**config.mk**
```make
export PLATFORM = sky130hd
export DESIGN_NAME = muldiv_unit_flat
export DESIGN_NICKNAME = d
export VERILOG_FILES = /design/src/rtl/muldiv_unit_if.sv /design/src/rtl/muldiv_unit.sv /design/src/flat_wrapper.sv
export SDC_FILE = /design/constraint.sdc
export NUM_CORES = 1
export LEC_CHECK = 0
export BUFFER_PORTS_ARGS = -buffer_cell sky130_fd_sc_hd__buf_2
export CAP_MARGIN = 0
export CORE_ASPECT_RATIO = 2
export CORE_UTILIZATION = 50
export DETAILED_ROUTE_END_ITERATION = 10
export PLACE_DENSITY = 0.75
export SLEW_MARGIN = 20
export SYNTH_ARGS = -nofsm -noshare
export SYNTH_HDL_FRONTEND = slang
export SYNTH_SLANG_ARGS = --single-unit
```
**constraint.sdc**
```tcl
create_clock -name clk -period 5.1 [get_ports clk]
set_input_delay 0.255 -clock clk [delete_from_list [all_inputs] [get_ports clk]]
set_output_delay 0.255 -clock clk [all_outputs]
set_load 0.05 [all_outputs]
```
**src/rtl/muldiv_unit_if.sv**
```systemverilog
// Host-side handshake bundle for the iterative multiply/divide unit.
interface muldiv_unit_if #(
  parameter int unsigned XLEN = 32
);
  logic            start;
  logic [2:0]      op;
  logic [XLEN-1:0] a;
  logic [XLEN-1:0] b;
  logic            flush;
  logic            busy;
  logic            done;
  logic [XLEN-1:0] result;

  modport master (output start, op, a, b, flush, input busy, done, result);
  modport slave  (input start, op, a, b, flush, output busy, done, result);
endinterface

```
**src/rtl/muldiv_unit.sv**
```systemverilog
// Iterative RV32M multiply/divide: radix-2 shift-add multiply, restoring divide,
// one bit per cycle with a start/busy/done handshake and flush kill.
module muldiv_unit #(
  parameter int unsigned XLEN = 32
) (
  input logic           clk,
  input logic           reset,
  muldiv_unit_if.slave  bus
);
  localparam int unsigned CW  = $clog2(XLEN) + 1;
  localparam int unsigned AW  = 2 * XLEN;
  localparam logic [XLEN-1:0] MIN_NEG = {1'b1, {(XLEN-1){1'b0}}};

  typedef enum logic [1:0] {IDLE, CALC, FIN} state_t;

  state_t          state, state_d;
  logic [CW-1:0]   cnt, cnt_d;
  logic            is_div, is_div_d;
  logic            sel_q, sel_d;
  logic            neg_q, neg_q_d;
  logic            neg_r, neg_r_d;
  logic [XLEN-1:0] mag_b, mag_b_d;
  logic [XLEN-1:0] result, result_d;
  logic [AW-1:0]   acc, acc_d;

  // Operand signedness and magnitudes of the incoming request
  logic            a_signed, b_signed, sa, sb;
  logic [XLEN-1:0] mag_a_in, mag_b_in;
  assign a_signed = (bus.op == 3'b001) || (bus.op == 3'b010) ||
                    (bus.op == 3'b100) || (bus.op == 3'b110);
  assign b_signed = (bus.op == 3'b001) || (bus.op == 3'b100) || (bus.op == 3'b110);
  assign sa       = a_signed & bus.a[XLEN-1];
  assign sb       = b_signed & bus.b[XLEN-1];
  assign mag_a_in = sa ? -bus.a : bus.a;
  assign mag_b_in = sb ? -bus.b : bus.b;

  // One iteration step; acc is {hi, lo} = {product hi, multiplier} or {remainder, quotient}
  logic [XLEN:0]   mul_sum, div_trial;
  logic [AW-1:0]   step_acc, signed_prod;
  logic [XLEN-1:0] quo_part, rem_part, fin_val;

  always_comb begin
    mul_sum     = {1'b0, acc[AW-1:XLEN]} + (acc[0] ? {1'b0, mag_b} : {(XLEN+1){1'b0}});
    div_trial   = {acc[AW-1:XLEN], acc[XLEN-1]} - {1'b0, mag_b};
    step_acc    = {mul_sum, acc[XLEN-1:1]};
    if (is_div) begin
      step_acc = div_trial[XLEN] ? {acc[AW-2:0], 1'b0}
                                 : {div_trial[XLEN-1:0], acc[XLEN-2:0], 1'b1};
    end
    signed_prod = neg_q ? -step_acc : step_acc;
    quo_part    = neg_q ? -step_acc[XLEN-1:0] : step_acc[XLEN-1:0];
    rem_part    = neg_r ? -step_acc[AW-1:XLEN] : step_acc[AW-1:XLEN];
    if (is_div) fin_val = sel_q ? rem_part : quo_part;
    else        fin_val = sel_q ? signed_prod[AW-1:XLEN] : signed_prod[XLEN-1:0];
  end

  always_ff @(posedge clk) begin
    if (reset) begin
      state  <= IDLE;
      cnt    <= '0;
      is_div <= 1'b0;
      sel_q  <= 1'b0;
      neg_q  <= 1'b0;
      neg_r  <= 1'b0;
      mag_b  <= '0;
      result <= '0;
      acc    <= '0;
    end else begin
      state  <= state_d;
      cnt    <= cnt_d;
      is_div <= is_div_d;
      sel_q  <= sel_d;
      neg_q  <= neg_q_d;
      neg_r  <= neg_r_d;
      mag_b  <= mag_b_d;
      result <= result_d;
      acc    <= acc_d;
    end
  end

  always_comb begin
    state_d  = state;
    cnt_d    = cnt;
    is_div_d = is_div;
    sel_d    = sel_q;
    neg_q_d  = neg_q;
    neg_r_d  = neg_r;
    mag_b_d  = mag_b;
    result_d = result;
    acc_d    = acc;
    unique case (state)
      IDLE: begin
        if (bus.start) begin
          is_div_d = bus.op[2];
          sel_d    = bus.op[2] ? bus.op[1] : (bus.op[1:0] != 2'b00);
          neg_q_d  = sa ^ sb;
          neg_r_d  = sa;
          mag_b_d  = mag_b_in;
          acc_d    = {{XLEN{1'b0}}, mag_a_in};
          if (bus.op[2] && (bus.b == '0)) begin
            result_d = bus.op[1] ? bus.a : '1;
            state_d  = FIN;
          end else if (bus.op[2] && !bus.op[0] && (bus.a == MIN_NEG) && (bus.b == '1)) begin
            result_d = bus.op[1] ? '0 : bus.a;
            state_d  = FIN;
          end else begin
            cnt_d   = CW'(XLEN);
            state_d = CALC;
          end
        end
      end
      CALC: begin
        acc_d = step_acc;
        cnt_d = cnt - CW'(1);
        // Result lands on entry to FIN so it is valid alongside done
        if (cnt == CW'(1)) begin
          result_d = fin_val;
          state_d  = FIN;
        end
      end
      FIN:     state_d = IDLE;
      default: state_d = IDLE;
    endcase
    if (bus.flush) begin
      state_d  = IDLE;
      result_d = result;
    end
  end

  assign bus.busy   = (state != IDLE);
  assign bus.done   = (state == FIN);
  assign bus.result = result;
endmodule

```
**src/flat_wrapper.sv**
```systemverilog
// flat-port wrapper written by rule: the top's interface ports become plain ports
module muldiv_unit_flat 
#(
  parameter int unsigned XLEN = 32
)
  (clk, reset, bus_start, bus_op, bus_a, bus_b, bus_flush, bus_busy, bus_done, bus_result);
  muldiv_unit_if #(.XLEN(XLEN)) bus_i ();
  input logic clk;
  input logic reset;
  input wire logic [$bits(bus_i.start)-1:0] bus_start;
  input wire logic [$bits(bus_i.op)-1:0] bus_op;
  input wire logic [$bits(bus_i.a)-1:0] bus_a;
  input wire logic [$bits(bus_i.b)-1:0] bus_b;
  input wire logic [$bits(bus_i.flush)-1:0] bus_flush;
  output wire logic [$bits(bus_i.busy)-1:0] bus_busy;
  output wire logic [$bits(bus_i.done)-1:0] bus_done;
  output wire logic [$bits(bus_i.result)-1:0] bus_result;
  assign bus_i.start = bus_start;
  assign bus_i.op = bus_op;
  assign bus_i.a = bus_a;
  assign bus_i.b = bus_b;
  assign bus_i.flush = bus_flush;
  assign bus_busy = bus_i.busy;
  assign bus_done = bus_i.done;
  assign bus_result = bus_i.result;
  muldiv_unit #(.XLEN(XLEN)) u_core (.clk(clk), .reset(reset), .bus(bus_i));
endmodule
```
[After elaboration in Yosys (flattened, before gate mapping)]
Cells that the tools add are included.
Storage, ports and cells
  flip-flop bits (word level): 140
  output and inout bits: 34
  logic and storage cells: 86
Operators by class
  add/subtract/negate cells: 8
  eq/ne operators: 14
  multiplexer cells: 30
  bitwise operators: 4
  reduce and logical (&&, ||, !) cells: 21
Operators with widths (count)
  2-to-1 mux 32 bit: 14
  2-to-1 mux 64 bit: 4
  negator 32 bit: 4
  case mux 64 bit (2 select lines): 1
  == test 32 bit (second input constant): 2
  negator 64 bit: 1
  case mux 32 bit (2 select lines): 1
  adder 32 x 33 -> 33 bit: 1
  subtractor 33 x 32 -> 33 bit: 1
  zero test 32 bit: 1
  2-to-1 mux 6 bit: 3
  case mux 6 bit (2 select lines): 1
  2-to-1 mux 2 bit: 4
  == test 3 bit (second input constant): 2
  == test 6 x 1 -> 1 bit (second input constant): 1
  inequality test 2 bit (second input constant): 3
  AND reduction 2 bit: 3
  nonzero test 2 bit: 3
  subtractor 6 x 1 -> 6 bit (second input constant): 1
  logical OR 1 bit: 5
  AND reduction 5 bit: 1
  logical AND 1 bit: 4
  case mux 2 bit (2 select lines): 1
  AND reduction 4 bit: 1
  other kinds (13): 14

[Logic depth before layout (Yosys ltp)]
  depth after elaboration: 9
  gate-level depth with buffers: 26

[Worst setup path after synthesis]
OpenSTA, ideal clock, no wires.
  path type: reg-to-reg
  start: register u_core.acc[31]
  end: register u_core.result[12] (netlist: u_core.bus.result[12])
  library setup time: 0.119 ns
  arrival: 5.210 ns
  path slack: -0.228 ns
  stages on the path, launching flop included: 25
  cell sequence: dfxtp_1 -> inv_1 -> ha_1 -> inv_1 -> fa_1 -> a211oi_2 -> o211ai_1 -> a21o_1 -> o211a_4 -> o31ai_4 -> nor2_1 -> a21oi_1 -> ha_1 -> o21ai_1 -> or4_1 -> or3_1 -> nand2b_1 -> or3_1 -> buf_2 -> nand2_1 -> nand2_1 -> o41ai_2 -> xor2_1 -> o21ai_1 -> o221a_2
On the way
  word-level cells in the longest chain between the ends: 9
  elaborated cells on any way between the ends: 14
Ends and longest elaborated chain
  start: declaration: line muldiv_unit.sv:24  | logic [AW-1:0] acc, acc_d;
  start signal: assignment: line muldiv_unit.sv:67  | acc <= '0;
  start signal: assignment: line muldiv_unit.sv:77  | acc <= acc_d;
  subtractor 33 x 32 -> 33 bit: line muldiv_unit.sv:44  | div_trial = {acc[AW-1:XLEN], acc[XLEN-1]} - {1'b0, mag_b};
  2-to-1 mux 64 bit: line muldiv_unit.sv:47  | step_acc = div_trial[XLEN] ? {acc[AW-2:0], 1'b0}
  2-to-1 mux 64 bit (*): line muldiv_unit.sv:46  | if (is_div) begin
  negator 64 bit, or another cell as far along: line muldiv_unit.sv:50  | signed_prod = neg_q ? -step_acc : step_acc;
  2-to-1 mux 64 bit, or another cell as far along: line muldiv_unit.sv:50
  2-to-1 mux 32 bit, on equally long branches: line muldiv_unit.sv:54, muldiv_unit.sv:53
  2-to-1 mux 32 bit (*): line muldiv_unit.sv:53  | if (is_div) fin_val = sel_q ? rem_part : quo_part;
  2-to-1 mux 32 bit (*): line muldiv_unit.sv:116  | if (cnt == CW'(1)) begin
  case mux 32 bit (2 select lines) (*): line muldiv_unit.sv:91  | unique case (state)
  end signal: assignment: line muldiv_unit.sv:76  | result <= result_d;
  end: declaration: line muldiv_unit.sv:23  | logic [XLEN-1:0] result, result_d;
Every way passes the cells marked *; elsewhere a longest branch is shown, timed or not. The select of a mux whose other input is x is not followed.
A chain may end at the register's enable or synchronous reset.

[Worst setup path after layout]
  start: register u_core.acc[31]
  end: register u_core.result[26] (netlist: u_core.bus.result[26])
The elaborated chain is that of the path after synthesis.

==> impl_results.md <==
* Status: finished with violations
* Failing checks: max-capacitance violations
* Area occupied by multi-input gates at around 0.012 sq mm
* Core area at 0.0307 sq mm
* Row count at 91
* R2R Setup Slk at just over 0.07 ns
* Setup crit end kind: register
* Clock Sinks at between 100 and 150
* Post-DRT Antenna Nets at 0
* Fin cells at around 2800
* Crit Path Class: reg2reg
* Unrepaired setup endpoints after global routing: true
* Reg clk slew, reported paths at 0.07 ns
* Clk root buf: clkbuf_16
* Slew HR at less than 1%
* Boundary pin count at 105
* Final period demand of the worst path at just over 5 ns
* Post-DP HPWL at 55.1 mm
* Post-DP Area at roughly 0.018 sq mm
* GRT Total Usage at 44.3%
* Starting Density at 50.6%
* Reg-to-reg startpoint: u_core.acc[31]
* Sequential power share at 28.8%
* Flop and latch count out of synthesis at between 100 and 150
* Peak VDD IR at 0.277 mV
* GP Congestion at between 1 and 1.5
* Slew Limit Fails at 0
* # diodes at 0
* Die Height at 251 microns
* Total CTS buffers at 17
* Final Worst Setup Slack at ~0.071 ns
* Pint at 2.49 mW
* EDFF count, synth at 0
* Dpl ws at -0.314 ns
* Worst Path Arrival at approximately 5.4 ns
* Grt total ovfl at 0
* Final Cycle Share at between 90% and 100%
* DRC at 0
* Cell taking the most area after synthesis: dfxtp_1
* Fillers at 3017
* Vias in the first global route at around 19000
* WL per Instance at 25.2 microns
* Synthesized instance count at around 2200
* CTS tree: done
* Data required, critical path at 5.48 ns
* Max-cap viol count at 1
* Setup Viol. Count Final at 0
* Power Dens Cells at 230 mW/mm^2
* Hold path startpoint: bus_op[2]
* Startpoint types: register
* Design Area, Final at 0.0185 sq mm
* Final WL at ~70 mm
* Clock power frac at between 30% and 40%
* Share of the synthesized area in the top cell type at between 10% and 20%
* Post-synth top cells: nor2_1 (263), a21oi_1 (199), nand2_1 (198)
* R2r endpoint: u_core.bus.result[26]
* Top FF cell, synth: dfxtp_1
* Worst-margin pin slew at approximately 1.5 ns
* Top cells by area, synth: dfxtp_1 (18%), a21oi_1 (6.4%), nor2_1 (6.4%)
* Post-synthesis cell area at roughly 0.016 sq mm
* Sequential-to-total area share from yosys stat at roughly 18%
* Initial DRC count at ~1700
* Final net count at ~2600
* # H-tree levels at 4
* Largest net degree at the start of global routing at between 90 and 100
* Most instantiated library cell after synthesis: nor2_1
* Count of input and output buffers at between 100 and 150
* Combinational share of power at between 40% and 50%
* Number of library cell types mapped by synthesis at 95
* Reg area at approximately 0.0028 sq mm
* Syn Area/Cell at ~7 sq um
* Initial DRT Pass Iterations at 8
* Layout cell share with drive strength beyond 1 at between 10% and 20%
* Tot Pwr at approximately 4.2 mW
* Worst hold slack at 0.0802 ns
* Sw frac at about 41%
* Synth Warn # at 0
* First-pass GRT wire length at 107 mm
* Final Hold Vio Count at 0
* Worst Hold End: u_core.is_div
* Syn_nets at 2361
* Switching pwr at 1.76 mW
* Initial antenna violation count at 0
* Share of async-settable or async-resettable flops after synthesis at 0%
* Die footprint at between 0.03 and 0.04 sq mm
* Placed Cells at about 2700
* Hold Crit Depth at 3
* Setup Skew at between 0.01 and 0.015 ns
* F_max at around 0.20 GHz
* Clock Latency Late Sink at around 0.47 ns
* Vias per cell at approximately 6.8
* HP Class: in2reg
* Die Span X at around 130 microns
* Routed vias at 18912
* Critical-path maximum fanout at 6
* Layout area overhead at 18.9%
* Static Leak at between 7 and 8 nW
* Clock buffer depth at 2
* Reg2Reg Depth at 22
-- final cells by class --
cell class	count	area share [%]
Multi-Input combinational cell	1861	65.9
Sequential cell	140	15.2
Timing Repair Buffer	307	11.7
Tap cell	372	2.52
Clock buffer	19	2.34
Inverter	83	1.69
Clock inverter	13	0.731
-- logic make-up after synthesis --
kind of cell,synth area share (%)
buffers and inverters,5.49
DFF,18.0
xor gates and xnor gates,8.85
adders and majority gates,6.42
and+or+nand+nor,24.8
muxes,4.06
AOI/OAI and AO/OA,32.4
-- worst max path at each step --
| stage | start | to | cells past startpoint |
|---|---|---|---|
| floorplan | u_core.acc[31] | u_core.bus.result[12] | 24 |
| global placement | u_core.acc[31] | u_core.bus.result[24] | 23 |
| finish | u_core.acc[31] | u_core.bus.result[26] | 22 |
| CTS | u_core.acc[31] | u_core.bus.result[25] | 22 |
| detailed placement | u_core.acc[31] | u_core.bus.result[4] | 24 |
| global route | u_core.acc[31] | u_core.bus.result[26] | 26 |
-- worst max-delay path: stages (launching register included) --
cell,delay (ns)
dfxtp_2,0.33
inv_2,0.06
ha_4,0.12
inv_2,0.03
fa_2,0.38
a211oi_4,0.23
o211ai_1,0.17
a21o_1,0.25
o211a_4,0.26
o31ai_4,0.24
nor2_4,0.10
a21oi_2,0.14
ha_2,0.22
o21ai_2,0.07
or4_4,0.42
or3_4,0.38
nand2b_4,0.16
or3_4,0.39
buf_6,0.15
o41ai_4,0.32
xnor2_1,0.17
a221oi_2,0.07
nor4_1,0.28
-- flip-flops by register name, summed over array words and instances, names as in the netlist --
| name | count |
|---|---|
| u_core.neg_r | 1 |
| u_core.acc | 64 |
| u_core.bus.result | 32 |
| u_core.cnt | 6 |
| u_core.neg_q | 1 |
| u_core.mag_b | 32 |
| u_core.state | 2 |
| u_core.sel_q | 1 |
| u_core.is_div | 1 |
-- layer usage --
layer	share of wire (%)	vias up	GRT usage (%)
met5	0	-	0
met4	12	0	44.8
met3	6.6	417	8.60
met2	48	1007	76.1
met1	33	8859	43.3
li1	-	8629	-
-- placed cells by master, fill, tap and decap left out, types with 31 or more instances in the layout --
cell type and instances:
buf_2 103, xnor2_1 82, xor2_1 75, nand4_1 40, a211oi_1 38, buf_4 193
nor3_1 72, ha_1 68, nand2_1 195, a221oi_1 37, dfxtp_1 137, nor2_1 262
nand3_1 53, o21ai_0 167, a21oi_1 197, inv_1 75, o211ai_1 31, a22oi_1 33
mux2i_1 53
-- stage by stage --
| stage | TNS [ns] | utilization (%) |
|---|---|---|
| floorplan | 0 | - |
| global placement | -1.25 | 57.2 |
| detailed placement | -2.97 | 57.2 |
| CTS | 0 | 59.1 |
| global route | -0.877 | 60.1 |
| finish | 0 | 60.1 |
-- repair_timing --
| item | 4_1_cts | 5_1_grt |
|---|---|---|
| pin swaps | 6 | 15 |
| setup endpoints to repair | 18 | 24 |
| resized for setup | 5 | 42 |
| buffers inserted | 1 | 11 |
| hold buffers | 1 | 0 |
| hold endpoints to repair | 1 | 0 |
-- power groups by stage --
stage / clock network (mW) / logic, mW / registers (mW)
after detailed placement: 0 / 1.61 / 1.24
after CTS: 1.29 / 1.63 / 1.22
after global placement: 0 / 1.60 / 1.24
final: 1.29 / 1.73 / 1.22
after floorplan: 0 / 1.01 / 1.24
after global routing: 1.33 / 1.84 / 1.23
No activity file was read; power rests on OpenSTA's default activity.
